$ cat config.mk
export PLATFORM = sky130hd
export DESIGN_NAME = mem_port_arbiter
export DESIGN_NICKNAME = d
export VERILOG_FILES = /design/src/rtl/mem_port_arbiter.sv
export SDC_FILE = /design/constraint.sdc
export NUM_CORES = 1
export LEC_CHECK = 0
export ABC_AREA = 1
export CAP_MARGIN = 20
export CORE_UTILIZATION = 42
export DETAILED_ROUTE_END_ITERATION = 8
export PLACE_DENSITY = 0.81
export SLEW_MARGIN = 20
export SYNTH_ARGS = -nofsm -noshare
export SYNTH_HDL_FRONTEND = slang
export SYNTH_SLANG_ARGS = --single-unit
$ cat constraint.sdc
create_clock -name clk -period 6.9 [get_ports clk]
set_input_delay 1.725 -clock clk [delete_from_list [all_inputs] [get_ports clk]]
set_output_delay 1.725 -clock clk [all_outputs]
set_load 0.02 [all_outputs]
$ cat src/rtl/mem_port_arbiter.sv
// mem_port_arbiter: shares one memory port between instruction fetch and
// load/store traffic. Data normally has priority; a burst counter bounds how
// many data grants may pass a waiting fetch. A redirect (flush) drops the
// result of an in-flight fetch without disturbing the memory handshake.
module mem_port_arbiter #(
  parameter int unsigned MAX_DATA_BURST = 4
) (
  input  logic        clk,
  input  logic        reset,
  // fetch requester
  input  logic        if_req,
  input  logic [31:0] if_addr,
  output logic        if_valid,
  output logic [31:0] if_rdata,
  // load/store requester
  input  logic        d_req,
  input  logic        d_we,
  input  logic [31:0] d_addr,
  input  logic [31:0] d_wdata,
  output logic        d_valid,
  output logic [31:0] d_rdata,
  // pipeline control
  input  logic        pause,
  input  logic        flush,
  // shared memory port
  output logic        mem_req,
  output logic        mem_we,
  output logic [31:0] mem_addr,
  output logic [31:0] mem_wdata,
  input  logic        mem_ack,
  input  logic [31:0] mem_rdata,
  // stalls back to the pipeline
  output logic        stall_if,
  output logic        stall_mem
);

  localparam int unsigned BW = (MAX_DATA_BURST < 1) ? 1 : $clog2(MAX_DATA_BURST + 1);
  localparam logic [BW-1:0] BURST_MAX = BW'(MAX_DATA_BURST);

  typedef enum logic [1:0] {
    IDLE   = 2'd0,
    BUSY_I = 2'd1,
    BUSY_D = 2'd2
  } state_e;

  state_e          state_q;
  logic [BW-1:0]   burst_cnt_q;
  logic [BW-1:0]   burst_cnt_d;
  logic            drop_q;
  logic            mem_we_q;
  logic [31:0]     mem_addr_q;
  logic [31:0]     mem_wdata_q;
  logic            if_valid_q;
  logic [31:0]     if_rdata_q;
  logic            d_valid_q;
  logic [31:0]     d_rdata_q;

  logic            if_elig;
  logic            d_elig;
  logic            grant_i;
  logic            grant_d;

  // A requester whose result is being returned this cycle is not eligible,
  // so a request still held high in its valid cycle is not issued twice.
  assign if_elig = if_req & ~pause & ~if_valid_q;
  assign d_elig  = d_req & ~d_valid_q;
  assign grant_i = if_elig & (~d_elig | (burst_cnt_q == BURST_MAX));
  assign grant_d = d_elig & ~grant_i;

  // Burst count after a data grant: counts only while a fetch is waiting.
  always_comb begin
    burst_cnt_d = '0;
    if (if_req) begin
      burst_cnt_d = (burst_cnt_q == BURST_MAX) ? BURST_MAX : burst_cnt_q + BW'(1);
    end
  end

  // Arbitration FSM with registered memory-port and return-path outputs.
  always_ff @(posedge clk or posedge reset) begin
    if (reset) begin
      state_q     <= IDLE;
      burst_cnt_q <= '0;
      drop_q      <= 1'b0;
      mem_we_q    <= 1'b0;
      mem_addr_q  <= '0;
      mem_wdata_q <= '0;
      if_valid_q  <= 1'b0;
      if_rdata_q  <= '0;
      d_valid_q   <= 1'b0;
      d_rdata_q   <= '0;
    end else begin
      if_valid_q <= 1'b0;
      d_valid_q  <= 1'b0;
      case (state_q)
        IDLE: begin
          if (grant_i) begin
            state_q     <= BUSY_I;
            mem_we_q    <= 1'b0;
            mem_addr_q  <= if_addr;
            mem_wdata_q <= '0;
            burst_cnt_q <= '0;
          end else if (grant_d) begin
            state_q     <= BUSY_D;
            mem_we_q    <= d_we;
            mem_addr_q  <= d_addr;
            mem_wdata_q <= d_wdata;
            burst_cnt_q <= burst_cnt_d;
          end
        end
        BUSY_I: begin
          if (mem_ack) begin
            state_q <= IDLE;
            drop_q  <= 1'b0;
            if (!(drop_q || flush)) begin
              if_valid_q <= 1'b1;
              if_rdata_q <= mem_rdata;
            end
          end else if (flush) begin
            drop_q <= 1'b1;
          end
        end
        BUSY_D: begin
          if (mem_ack) begin
            state_q   <= IDLE;
            d_valid_q <= 1'b1;
            d_rdata_q <= mem_rdata;
          end
        end
        default: state_q <= IDLE;
      endcase
    end
  end

  assign mem_req   = (state_q != IDLE);
  assign mem_we    = mem_we_q;
  assign mem_addr  = mem_addr_q;
  assign mem_wdata = mem_wdata_q;
  assign if_valid  = if_valid_q;
  assign if_rdata  = if_rdata_q;
  assign d_valid   = d_valid_q;
  assign d_rdata   = d_rdata_q;
  assign stall_if  = if_req & ~if_valid_q;
  assign stall_mem = d_req & ~d_valid_q;

endmodule

==> results.py <==
metrics = {
    "clock_tree": {
        "tritoncts": "done",
        "cts_buffers": 17,
        "cts-root-buf": "clkbuf_16",
        "htreeDepth": 4,
        "clock-sinks": 137,
        "clock_latency_ns": 0.41,
        "hold_buffers": 0,
        "clk_path_buf_depth": 2,
        "cts.repair.resized": 0,
        "post-cts-setup-buffers": 0,
        "clk_pin_slew_ns": 0.06,
    },
    "worst_setup_path": {
        "end_kind": "output pin",
        "worst-path-max-fanout": 5,
        "cpMaxStageDelayCell": "clkdlybuf4s50_1",
        "crit_required_ns": 5.18,
        "crit_chain": "clkdlybuf4s50_1 > nand2_1 > inv_1 > clkdlybuf4s50_1",
        "cp.arrival_ns": 3.13,
        "slowest_delay_ns": 0.62,
        "path_class": "primary input to output pin",
        "start_kind": "primary input",
        "crit_top_cell": "clkdlybuf4s50_1",
    },
    "floorplan": {
        "initial_core_util": 0.429,
        "top_level_ports": 270,
        "coreArea_mm2": 0.0139,
        "die_h_um": 121,
        "rows": 43,
        "fp.dieW_um": 121,
        "die_area_mm2": 0.0147,
    },
    "drt": {
        "drt_wl_total_um": 16200,
        "routedWlPerCell_um": 14.2,
        "via_per_inst": 4.72,
        "drc": 0,
        "drtAntennaViolNets": 0,
        "firstDrtPassIters": 4,
        "vias": 5383,
        "drtIter0Drc": 318,
    },
    "timing": {
        "period_share": 0.704,
        "period_minus_slack_ns": 4.86,
        "clock_skew_ns": 0.00618,
        "fin_hold_ws_ns": 0.477,
        "relSlewSlack": 0.461,
        "final_max_slew_viol_count": 0,
        "fin_ws_ns": 2.04,
        "tightest_slew_ns": 0.807,
        "hold_viol": 0,
        "tns_ns": 0,
        "clock.fmax_mhz": 206,
        "setup_viol": 0,
        "rsz0062_at_grt": "false",
    },
    "yosys": {
        "synth.avg_cell_area_um2": 8.57,
        "yosysWarnings": 0,
        "ys.flop_type": "dfrtp_1",
        "ys_seq_elements": 137,
        "async_flop_share": 1.00,
        "yosys-top-cells-area": "dfrtp_1 58%, nand2_1 16%, o21ai_0 5.9%",
        "synth_top_area_frac": 0.575,
        "synth_cells": 695,
        "synth-edff-count": 0,
        "seq_area_frac_synth": 0.575,
        "synth.net_count": 836,
        "netlist_area_mm2": 0.00596,
        "yosysUniqueCellTypes": 20,
        "yosys.area.top_type": "dfrtp_1",
    },
    "status": {
        "status": "finished clean",
    },
    "cells_and_area": {
        "layout_commonest_cell": "clkdlybuf4s50_1",
        "fin_nets": 1088,
        "final_cell_mix": "269 x clkdlybuf4s50_1, 247 x nand2_1, 137 x dfrtp_1, 82 x inv_1, 70 x o21ai_0",
        "diodes": 0,
        "area_delta_synth_final_pct": 56.4,
        "fill_cells": 1113,
        "drive_above_1_share": 0.0458,
    },
    "power": {
        "ir_worst_vdd_v": 0.000233,
        "cellLeakagePower_nw": 4.52,
        "p_per_area_mw_per_mm2": 450,
    },
    "grt": {
        "grt_overflow_total": 0,
        "antenna_found_initial": 0,
        "grt_max_degree": 87,
        "grt_pass1_wl_um": 25600,
        "track_usage": 0.225,
        "grt_pass1_vias": 5104,
    },
    "placed_design": {
        "numPortBuffers": 269,
        "routabilityCongestion": 0.755,
        "hpwl_um": 11100,
        "dpl_worst_slack_ns": 2.05,
    },
    "job": {
        "maxCapViolations": 0,
    },
    "worst_hold_path": {
        "hp-class": "flip-flop to flip-flop",
    },
}
where the power goes:
group	total [mW]	switching, mW	internal [mW]	leakage (nW)
logic	1.91	1.05	0.863	2.52
registers	1.35	0.191	1.16	1.73
clock network	0.919	0.350	0.569	0.275
Yosys cell counts, types with 3 or more instances:
| library cell | n |
|---|---|
| dfrtp_1 | 137 |
| buf_6 | 4 |
| nand2_1 | 248 |
| nand3_1 | 37 |
| buf_1 | 3 |
| buf_4 | 7 |
| o21ai_1 | 31 |
| clkbuf_1 | 11 |
| nor2_1 | 4 |
| buf_2 | 16 |
| ha_1 | 5 |
| o21ai_0 | 70 |
| inv_1 | 83 |
| nand3b_1 | 32 |
worst max-delay path, delay by kind of cell:
kind / cells / cell delay (ns)
simple gates: 1 / 0.14
buf+inv: 3 / 1.27
registers in the layout, summed over array words and instances, names as in the netlist:
name,flops
state_q,2
d_valid,1
mem_wdata,32
mem_addr,32
drop_q,1
burst_cnt_q,3
if_rdata,32
if_valid,1
d_rdata,32
mem_we,1
metrics by stage:
stage                     power (mW)  std cells  utilization  instance area [µm²]
after floorplan                 2.36        695            -                 5960
after global placement          3.24       1107        0.626                 8690
after detailed placement        3.28       1107        0.626                 8690
after CTS                       4.22       1139        0.670                 9300
after global routing            4.45       1140        0.671                 9320
final                           4.19       1140        0.671                 9320
area by class of cell:
class	instances	area, µm²	area share
flip-flops and latches	137	3430	0.368
repair buffers	274	2740	0.294
multi-input cells	433	2000	0.214
clock buffers	18	429	0.0461
inverters	84	320	0.0344
well taps	180	225	0.0242
clock inverters	14	175	0.0188
cells by family after synthesis:
kind of cell    Yosys count  synth area share
simple gates            326             0.237
buf+inv                 125            0.0916
flops                   137             0.575
compound gates          102            0.0857
fa+ha+maj                 5            0.0105
worst paths after layout:
path	startpoint	endpoint	slack (ns)	cells past startpoint
min in group asynchronous	reset	mem_wdata[23]	1.82	2
worst min-delay path	mem_addr[24]	mem_addr[24]	0.48	2
worst min register to register	mem_addr[24]	mem_addr[24]	0.48	2
worst max register to register	burst_cnt_q[0]	mem_addr[28]	3.95	9
worst max-delay path	if_req	stall_if	2.04	4
max in group asynchronous	reset	d_rdata[4]	3.89	3
metal layers:
metal,track usage,routed length (µm)
met1,0.270,6680
met2,0.361,7670
met3,0.0738,1280
met4,0.114,573
met5,0,0
Note: power is estimated with default switching activity, not from simulation.
